File: src/rtl/key_press_encoder.sv
// Debounced 8-key encoder: 2-flop sync, per-key debounce, lowest-index-wins reporting FSM.
// Optional autorepeat of key_pulse is built only when KEY_AUTOREPEAT_EN is defined.
module key_press_encoder #(
   parameter int DEBOUNCE_CYCLES = 16,
   parameter int REPEAT_CYCLES   = 8
) (
   input  logic       clk_in,
   input  logic       rst_in,
   input  logic [7:0] keys_in,
   output logic [2:0] key_played,
   output logic       key_valid,
   output logic       key_pulse
);

   localparam int CNT_W = $clog2(DEBOUNCE_CYCLES + 1);
   localparam logic [CNT_W-1:0] CNT_ZERO = {CNT_W{1'b0}};
   localparam logic [CNT_W-1:0] CNT_ONE  = CNT_W'(1);
   localparam logic [CNT_W-1:0] CNT_LAST = CNT_W'(DEBOUNCE_CYCLES - 1);

   typedef enum logic {
      IDLE    = 1'b0,
      PRESSED = 1'b1
   } state_t;

   logic [7:0]       sync1_r;
   logic [7:0]       sync2_r;
   logic [7:0]       stable_r;
   logic [CNT_W-1:0] cnt_r [8];
   state_t           state_r;
   state_t           state_nx_s;
   logic [2:0]       played_nx_s;
   logic             valid_nx_s;
   logic             pulse_nx_s;

`ifdef KEY_AUTOREPEAT_EN
   localparam int REP_W = $clog2(REPEAT_CYCLES);
   localparam logic [REP_W-1:0] REP_ZERO = {REP_W{1'b0}};
   localparam logic [REP_W-1:0] REP_ONE  = REP_W'(1);
   localparam logic [REP_W-1:0] REP_LAST = REP_W'(REPEAT_CYCLES - 1);
   logic [REP_W-1:0] rep_cnt_r;
   logic [REP_W-1:0] rep_nx_s;
`endif

   // Parameter sanity check at elaboration
   if (DEBOUNCE_CYCLES < 2 || REPEAT_CYCLES < 2) begin : g_param_check
      $error("key_press_encoder: DEBOUNCE_CYCLES and REPEAT_CYCLES must be >= 2");
   end

   function automatic logic [2:0] lowest_index(input logic [7:0] v);
      logic [2:0] idx;
      idx = 3'd0;
      for (int i = 7; i >= 0; i--) begin
         if (v[i]) begin
            idx = 3'(i);
         end else begin
            idx = idx;
         end
      end
      return idx;
   endfunction

   // Synchronizer and per-key debounce counters / stable states
   always_ff @(posedge clk_in) begin
      if (rst_in) begin
         sync1_r  <= 8'h00;
         sync2_r  <= 8'h00;
         stable_r <= 8'h00;
         for (int i = 0; i < 8; i++) begin
            cnt_r[i] <= CNT_ZERO;
         end
      end else begin
         sync1_r <= keys_in;
         sync2_r <= sync1_r;
         for (int i = 0; i < 8; i++) begin
            if (sync2_r[i] == stable_r[i]) begin
               cnt_r[i] <= CNT_ZERO;
            end else if (cnt_r[i] == CNT_LAST) begin
               cnt_r[i]    <= CNT_ZERO;
               stable_r[i] <= ~stable_r[i];
            end else begin
               cnt_r[i] <= cnt_r[i] + CNT_ONE;
            end
         end
      end
   end

   // Reporting FSM: next state and next registered outputs
   always_comb begin
      state_nx_s  = state_r;
      played_nx_s = key_played;
      valid_nx_s  = 1'b0;
      pulse_nx_s  = 1'b0;
`ifdef KEY_AUTOREPEAT_EN
      rep_nx_s    = REP_ZERO;
`endif
      case (state_r)
         IDLE: begin
            if (|stable_r) begin
               played_nx_s = lowest_index(stable_r);
               valid_nx_s  = 1'b1;
               pulse_nx_s  = 1'b1;
               state_nx_s  = PRESSED;
            end else begin
               state_nx_s  = IDLE;
            end
         end
         PRESSED: begin
            // Held key stays reported; other keys are ignored until it is released
            if (stable_r[key_played]) begin
               valid_nx_s = 1'b1;
`ifdef KEY_AUTOREPEAT_EN
               if (rep_cnt_r == REP_LAST) begin
                  pulse_nx_s = 1'b1;
                  rep_nx_s   = REP_ZERO;
               end else begin
                  rep_nx_s   = rep_cnt_r + REP_ONE;
               end
`endif
            end else begin
               state_nx_s = IDLE;
            end
         end
         default: begin
            state_nx_s = IDLE;
         end
      endcase
   end

   // State and output registers
   always_ff @(posedge clk_in) begin
      if (rst_in) begin
         state_r    <= IDLE;
         key_played <= 3'd0;
         key_valid  <= 1'b0;
         key_pulse  <= 1'b0;
`ifdef KEY_AUTOREPEAT_EN
         rep_cnt_r  <= REP_ZERO;
`endif
      end else begin
         state_r    <= state_nx_s;
         key_played <= played_nx_s;
         key_valid  <= valid_nx_s;
         key_pulse  <= pulse_nx_s;
`ifdef KEY_AUTOREPEAT_EN
         rep_cnt_r  <= rep_nx_s;
`endif
      end
   end

endmodule

File: config.mk
export PLATFORM = sky130hd
export DESIGN_NAME = key_press_encoder
export DESIGN_NICKNAME = d
export VERILOG_FILES = /design/src/rtl/key_press_encoder.sv
export SDC_FILE = /design/constraint.sdc
export NUM_CORES = 1
export LEC_CHECK = 0
export CELL_PAD_IN_SITES_DETAIL_PLACEMENT = 0
export CELL_PAD_IN_SITES_GLOBAL_PLACEMENT = 1
export CORE_ASPECT_RATIO = 0.6
export CORE_MARGIN = 3
export CORE_UTILIZATION = 46
export DETAILED_ROUTE_END_ITERATION = 7
export DONT_BUFFER_PORTS = 1
export PLACE_DENSITY = 0.73
export SKIP_CTS_REPAIR_TIMING = 1
export SLEW_MARGIN = 25
export SYNTH_ARGS = -nofsm -noshare
export SYNTH_HDL_FRONTEND = slang
export SYNTH_SLANG_ARGS = --single-unit
File: constraint.sdc
create_clock -name clk_in -period 1.8 [get_ports clk_in]
set_clock_uncertainty 0.15 [all_clocks]
set_input_delay 0.27 -clock clk_in [delete_from_list [all_inputs] [get_ports clk_in]]
set_output_delay 0.27 -clock clk_in [all_outputs]
set_load 0.05 [all_outputs]
Word-level counts from Yosys, hierarchy flattened. Memories as Yosys holds them, arrays and structs flattened. Index checks and enable logic that the tools add are counted.

Add/subtract/negate cells: 8. Magnitude comparators: 1. Eq/ne operators: 16. Muxes and demuxes: 127. Bitwise logic cells: 41. Reduce and logical (&&, ||, !) cells: 11.

Operator list (number): 2-to-1 mux 5 bit (24); 2-to-1 mux 1 bit (93); adder 5 x 1 -> 5 bit, second input constant (8); equality test 5 x 4 -> 1 bit, second input constant (8); 2-to-1 mux 3 bit (8); OR 1 bit (24); AND reduction 2 bit (9); inverter 1 bit (17); equality test 1 bit (8); OR reduction 8 bit (1); < comparator 3 x 4 -> 1 bit, second input constant (1); binary-select mux 1 bit (select 3 bit) (1); one-hot mux 1 bit (2 select lines) (1); OR reduction 2 bit (1).

Bits in registers: 29. Memory bits (writable): 40. Input bits: 10. Output and inout bits: 5. Logic and storage cells: 218. Memories kept: 1.

Memory list: cnt_r (depth 8, bits a word 5, read ports 8, clocked after memory_dff 0, write ports 8, RTL line 28) `logic [CNT_W-1:0] cnt_r [8];`.

Logic depth before layout (Yosys ltp). Gate-level depths: netlist of run 1.

Depth after elaboration: 8. Depth in mapped cells: 5. Mapped depth without buffers: 5.

Least setup slack after synthesis of run 1. Ideal clock, no wire load.

Path kind: register to register. From: reg key_played[0]. To: reg state_r. Library setup time: 112 ps. Arrival time: 1701 ps. Required time: 1538 ps. Setup slack: -163 ps. Stages on the path, launching flop included: 5. Buffers on the path: 0. Period minus slack after synthesis: 1963 ps. Path through: dfxtp_1 mux4_1 mux2_2 a21oi_2 nor2_1.

Longest elaborated chain between the ends: 4.

RTL lines: start: declaration (RTL line 10) `output logic [2:0] key_played,`; start signal: assignment (RTL line 141) `key_played <= played_nx_s;`; binary-select mux 1 bit (select 3 bit) (RTL line 109) `if (stable_r[key_played]) begin`; 2-to-1 mux 1 bit (implied by the code) (RTL line 109); 2-to-1 mux 1 bit (RTL line 109); one-hot mux 1 bit (2 select lines) (RTL line 96) `case (state_r)`; end signal: assignment (RTL line 140) `state_r <= state_nx_s;`; end: declaration (RTL line 29) `state_t state_r;`.

No other way between the ends. The select of a mux whose other input is x is not followed. A chain may end at the register's enable or synchronous reset.

==> results of run 1 <==
==> state kept, by name, indices dropped and copies added, names as in the netlist <==
register,cells
state_r,1
cnt_r,40
key_played,3
key_pulse,1
stable_r,8
sync2_r,8
sync1_r,8
==> worst min-delay path by stage <==
| stage | from | endpoint | slack, ns | depth (start not counted) |
|---|---|---|---|---|
| after global placement | rst_in | key_played[0]$_SDFFE_PP0P_ | 0.19 | 1 |
| after floorplan | keys_in[0] | sync1_r[0]$_SDFF_PP0_ | 0.25 | 1 |
| after CTS | rst_in | key_played[0]$_SDFFE_PP0P_ | -0.18 | 1 |
| after detailed placement | rst_in | key_played[0]$_SDFFE_PP0P_ | 0.19 | 1 |
| after global routing | rst_in | cnt_r[0][17]$_SDFFCE_PN0P_ | 0.1 | 2 |
| final | rst_in | cnt_r[1][9]$_SDFFCE_PN0P_ | 0.11 | 2 |
==> metal layers <==
metal,up-vias,GRT usage,routed length [µm],part of all wire
li1,1034,-,-,-
met1,895,0.188,2480,0.49
met2,22,0.202,2270,0.45
met3,5,0.0707,229,0.045
met4,0,0.0467,68,0.013
met5,-,0,0,0
==> synthesized netlist by cell type (all sizes together) <==
library cell / n / area [µm²]
edfxtp: 40 / 1200
and3: 8 / 50.1
a41oi: 1 / 8.76
conb: 1 / 3.75
o21ai: 1 / 5.00
nand2: 2 / 7.51
buf: 2 / 18.8
clkbuf: 1 / 3.75
nand3: 9 / 45.0
ha: 16 / 200
a21oi: 5 / 28.8
xor2: 8 / 70.1
mux2: 1 / 11.3
a41o: 1 / 10.0
or3: 8 / 50.1
mux2i: 8 / 80.1
o21bai: 1 / 7.51
mux4: 2 / 52.6
nor2b: 18 / 113
nor2: 55 / 206
nor3: 2 / 10.0
dfxtp: 29 / 581
xnor2: 16 / 140
o31ai: 1 / 7.51
a21o: 1 / 7.51
inv: 16 / 60.1
==> through the flow <==
stage	setup slack [ns]	utilization	std cells	cell area (µm²)
3_3_place_gp	-0.0380	0.558	405	3450
6_report	-0.00122	0.660	445	4090
5_1_grt	-0.0561	0.660	445	4090
4_1_cts	-0.0980	0.586	421	3630
3_5_place_dp	-0.0790	0.558	405	3450
2_1_floorplan	0.00307	-	292	3130
==> layout make-up <==
class                      count  area (µm²)  share of cell area
sequential                    69        1780               0.436
inverter                      16        60.1              0.0147
clock inverter                 6        38.8             0.00949
clock buffer                  10         138              0.0337
multi-input combinational    204        1510               0.370
tap                           84         105              0.0257
timing repair buffer          56         453               0.111
==> kinds of logic (layout without fill, tap and decap cells) <==
family,Yosys count,after routing,share of synthesized area
multiplexers,11,11,0.0483
buffers and inverters,19,88,0.0277
AND/OR/NAND/NOR,102,102,0.162
adder cells (fa/ha/maj),16,16,0.0672
AO/OA/AOI/OAI,11,11,0.0252
flip-flops,69,69,0.598
XOR/XNOR,24,24,0.0706
other,1,40,0.00126
==> report_power, final <==
group / switching, µW / internal [µW] / total, µW
clock: 573 / 531 / 1100
sequential: 31.9 / 1720 / 1760
combinational: 91.9 / 103 / 195
==> worst max-delay path, cell delays in order (launching register included) <==
cell      delay [ns]
edfxtp_1        0.41
ha_2            0.22
and3_4          0.19
ha_4            0.15
or3_4           0.44
nor2_1          0.12
==> reports/summary.txt, run 1 <==
Status - finished, violations left
Failing checks - setup timing
PD cells - 747 nW/µm²
CTS Buf Count - 9
Yosys warnings - 0
Worst-Skew Late Latency - 0.34 ns
#FFs+latches synth - 69
Most frequent cells in the layout - buf_4, edfxtp_1, conb_1
Routed length per placed instance - 11.4 µm
Gr ovfl total - 0
Hold/Removal Path Class - input port to flip-flop
Max-Cap Viols - 0
Number of global-route vias before repair - 1,712
Crit Path Max Fanout - 5
P&R area growth vs syn - 37.3%
Layout fillers - 519
Initial antenna violation count - 0
Min cycle time layout - 1.80 ns
Drt total wl - 5.05 mm
RSZ-0062 raised after global routing - yes
F_max - 555 MHz
Drt via density - 4.40
Setup WS post-layout - -0.00122 ns
CTS Buffer Depth - 2
FF-to-FF path depth - 5
CP Capture Type - flip-flop
CP Data Arrival Time - 1.86 ns
Leak Pwr - 0.00165 µW
Worst vdd ir - 0.519 mV
First-pass GRT wire length - 7.76 mm
Worst-Margin Slew - 0.762 ns
Mean Syn Cell Area - 11.8 µm²
Final hold slack - 0.111 ns
Critical Path Start Type - flip-flop
Ant. Diodes - 0
FP Rows - 22
Chip Width - 110 µm
Starting density of the core - 0.481
Reg2Reg Setup Slack - -0.001 ns
Reg-to-reg critical path startpoint - cnt_r[1][16]$_SDFFCE_PP0P_
Finish-stage setup viols - 1
Yosys cell types - 28
Pin count of the biggest net entering global routing - 38
GPL Wtd Cong - 0.738
Number of H-tree levels - 3
Final worst-path cycle share - 1.00
End of the critical path - cnt_r[1][16]$_SDFFCE_PP0P_
Most common cell after layout, fill and taps aside - buf_4
Mapped Cells - 253
Die Y - 68.3 µm
Seq/Total Area, Yosys - 0.598
Total Die Area - 7510 µm²
HPWL Detailed - 3.26 mm
Crit path from - cnt_r[1][16]$_SDFFCE_PP0P_
CP required - 1.86 ns
Setup TNS - -0.00122 ns
Pwr Total - 3050 µW
Reg clk slew, reported paths - 0.08 ns
Crit Path Class - flip-flop to flip-flop
Nets@finish - 382
DRT antenna net count - 0
I/O Pins - 15
Worst reg2reg endpoint - cnt_r[1][16]$_SDFFCE_PP0P_
TritonCTS clock tree - yes
Tot GR Track Use - 0.142
First DRT Iteration DRCs - 79
Layout cell share with drive strength beyond 1 - 0.324
Max-Slew Margin vs Limit - 0.490
Via count - 1,956
CTS Sinks - 69
DRC viols - 0
Fin. max-slew vios - 0
CTS root buf - clkbuf_8
Endpoints failing hold - 0
I/O Buffers - 0
First-pass DRT Iterations - 4
Placeable Area - 6190 µm²
Mapped cell area - 2980 µm²
No activity file was read; power rests on OpenSTA's default activity.
==> inputs of run 2 (changes only) <==
PLACE_DENSITY = default   (was 0.73)
PLACE_DENSITY_LB_ADDON = 0.1   (was default)
==> run 2 against run 1 <==
  * The flow now finishes without violations
  * Combinational power barely moved
  * Hold slack improved by 0.021 ns
  * Register-to-register slack barely moved
  * Fmax rose by 0.71%
  * Total power rose by 4.1%
  * Cell count rose by 0.22%
  * Sequential power barely moved
  * Flip-flop and latch count did not move
  * Routed wire length rose by 0.79%
  * Core utilization rose by 1.2 points
  * Die area did not move
  * Highest routed layer unchanged
==> reports/summary.txt, run 2 (synthesized netlist as in run 1, its figures left out) <==
Fin area - 4160 µm² (+1.8%)
Crit-path cells - ha_2 > and3_4 > ha_4 > or3_4 > nor2_2
CP Data Arrival Time - 1.84 ns (-0.02 ns)
Endpoints failing hold - 0 (unchanged)
Tot GR Track Use - 0.142 (+0.000206)
Placed cell areas - 3470 µm² (+0.43%)
Crit Path Class - flip-flop to flip-flop
Initial antenna violation count - 0 (unchanged)
Final worst-path cycle share - 0.994 (-0.00709)
CTS Sinks - 69 (unchanged)
WL met2 - 2.15 mm (-5.6%)
Routed length per placed instance - 11.4 µm (+0.57%)
Setup WS post-layout - 0.0115 ns (+0.0128 ns)
Most common cell after layout, fill and taps aside - buf_4
Crit Path Max Fanout - 5 (unchanged)
Die Y - 68.3 µm (unchanged)
Net Switching - 654 µW (-6.1%)
GPL Wtd Cong - 0.773 (+4.8%)
PD cells - 764 nW/µm² (+2.3%)
TritonCTS clock tree - yes
Worst-Margin Slew - 0.794 ns (+0.0326 ns)
Placeable Area - 6190 µm² (unchanged)
Starting density of the core - 0.481 (unchanged)
Biggest register - cnt_r
Number of H-tree levels - 3 (unchanged)
Max-Slew Margin vs Limit - 0.469 (-0.0218)
Min cycle time layout - 1.79 ns (-0.0128 ns)
F_max - 559 MHz (+0.71%)
HPWL Detailed - 3.28 mm (+0.59%)
P&R area growth vs syn - 39.7%
Crit path largest cell delay - 0.43 ns (about the same)
Pin count of the biggest net entering global routing - 38 (unchanged)
Flop pwr share - 0.553 (-0.022)
Finish-stage setup viols - 0 (-1)
Slowest CP cell - edfxtp_1
Clk network pwr share - 0.387 (+0.026)
Max-Cap Viols - 0 (unchanged)
Pwr Total - 3180 µW (+4.1%)
Drt total wl - 5.09 mm (+0.79%)
DRC viols - 0 (unchanged)
Number of global-route vias before repair - 1,721 (+0.53%)
Nets@finish - 383 (+0.26%)
DRT antenna net count - 0 (unchanged)
Status - complete, no violations
Fin. max-slew vios - 0 (unchanged)
Crit path from - cnt_r[1][15]$_SDFFCE_PP0P_
Via count - 2,003 (+2.4%)
FP Rows - 22 (unchanged)
First DRT Iteration DRCs - 73 (-7.6%)
I/O Pins - 15 (unchanged)
Int Pwr - 2530 µW (+7.1%)
CP Capture Type - flip-flop
Top Metal Used - met4
Most frequent cells in the layout - buf_4, edfxtp_1, conb_1
Critical Path Start Type - flip-flop
Hold/Removal Path Class - input port to flip-flop
CTS Buffer Depth - 2 (unchanged)
First-pass GRT wire length - 7.96 mm (+2.6%)
Drt via density - 4.49 (+2.2%)
Layout fillers - 490 (-5.6%)
Dpl ws - -0.0898 ns (-0.0108 ns)
First-pass DRT Iterations - 4 (unchanged)
Reg-to-reg critical path startpoint - cnt_r[1][15]$_SDFFCE_PP0P_
Met1 Wirelength - 2.65 mm (+6.7%)
HP Start - rst_in
Share of power burned in combinational logic - 0.061 (-0.003)
CTS root buf - clkbuf_8
Total Die Area - 7510 µm² (unchanged)
Ant. Diodes - 0 (unchanged)
CP required - 1.85 ns (about the same)
RSZ-0062 raised after global routing - yes
Leak Pwr - 0.00167 µW (+1.1%)
Switching part of the total - 0.206 (-0.0223)
DR WL met3 - 241 µm (+5.2%)
CTS Buf Count - 9 (unchanged)
Gr ovfl total - 0 (unchanged)
Worst-Skew Late Latency - 0.33 ns (about the same)
Chip Width - 110 µm (unchanged)
Reg clk slew, reported paths - 0.07 ns (about the same)
Layout cell share with drive strength beyond 1 - 0.337 (+0.0129)
Flip-flop count of the largest register after layout - 40 (unchanged)
Worst vdd ir - 0.458 mV (-12%)
I/O Buffers - 0 (unchanged)
## run 2: routing by layer
metal,GRT usage,up-vias
li1,-,1034
met5,0,-
met3,0.0584,6
met1,0.206,932
met4,0.0513,0
met2,0.187,31
## run 2: through the flow
stage                     hold WS [ns]   util  TNS [ns]  cells
after floorplan                  0.248      -         0    292
after global placement           0.188  0.560    -0.794    407
after detailed placement         0.190  0.560     -1.58    407
after CTS                       -0.169  0.593     -2.51    423
after global routing             0.111  0.672    -0.285    446
final                            0.132  0.672         0    446
## run 2: worst paths after layout
path / slack, ns / depth (start not counted) / endpoint
min: 0.13 / 2 / cnt_r[0][4]$_SDFFCE_PN0P_
max reg2reg: 0.01 / 5 / cnt_r[1][17]$_SDFFCE_PP0P_
max: 0.01 / 5 / cnt_r[1][17]$_SDFFCE_PP0P_
min reg2reg: 0.29 / 1 / sync2_r[4]$_SDFF_PP0_
## run 2: critical path: cells and delay by family, from the launching register on
family                   cells  cell delay [ns]
adder cells (fa/ha/maj)      2             0.36
flip-flops                   1             0.43
AND/OR/NAND/NOR              3             0.71
## run 2: cell type report
| class | instances | area [µm²] | share of cell area |
|---|---|---|---|
| clock buffers | 16 | 201 | 0.0484 |
| multi-input cells | 204 | 1550 | 0.373 |
| flip-flops and latches | 69 | 1780 | 0.428 |
| inverters | 16 | 60.1 | 0.0144 |
| well taps | 84 | 105 | 0.0253 |
| repair buffers | 57 | 458 | 0.110 |
## run 2: power by group through the flow
| stage | clock (µW) | combinational, µW | sequential, µW |
|---|---|---|---|
| after floorplan | 0 | 96.6 | 1780 |
| after global placement | 0 | 120 | 1790 |
| after detailed placement | 0 | 120 | 1790 |
| after CTS | 1280 | 121 | 1750 |
| after global routing | 1340 | 221 | 1760 |
| final | 1230 | 193 | 1760 |
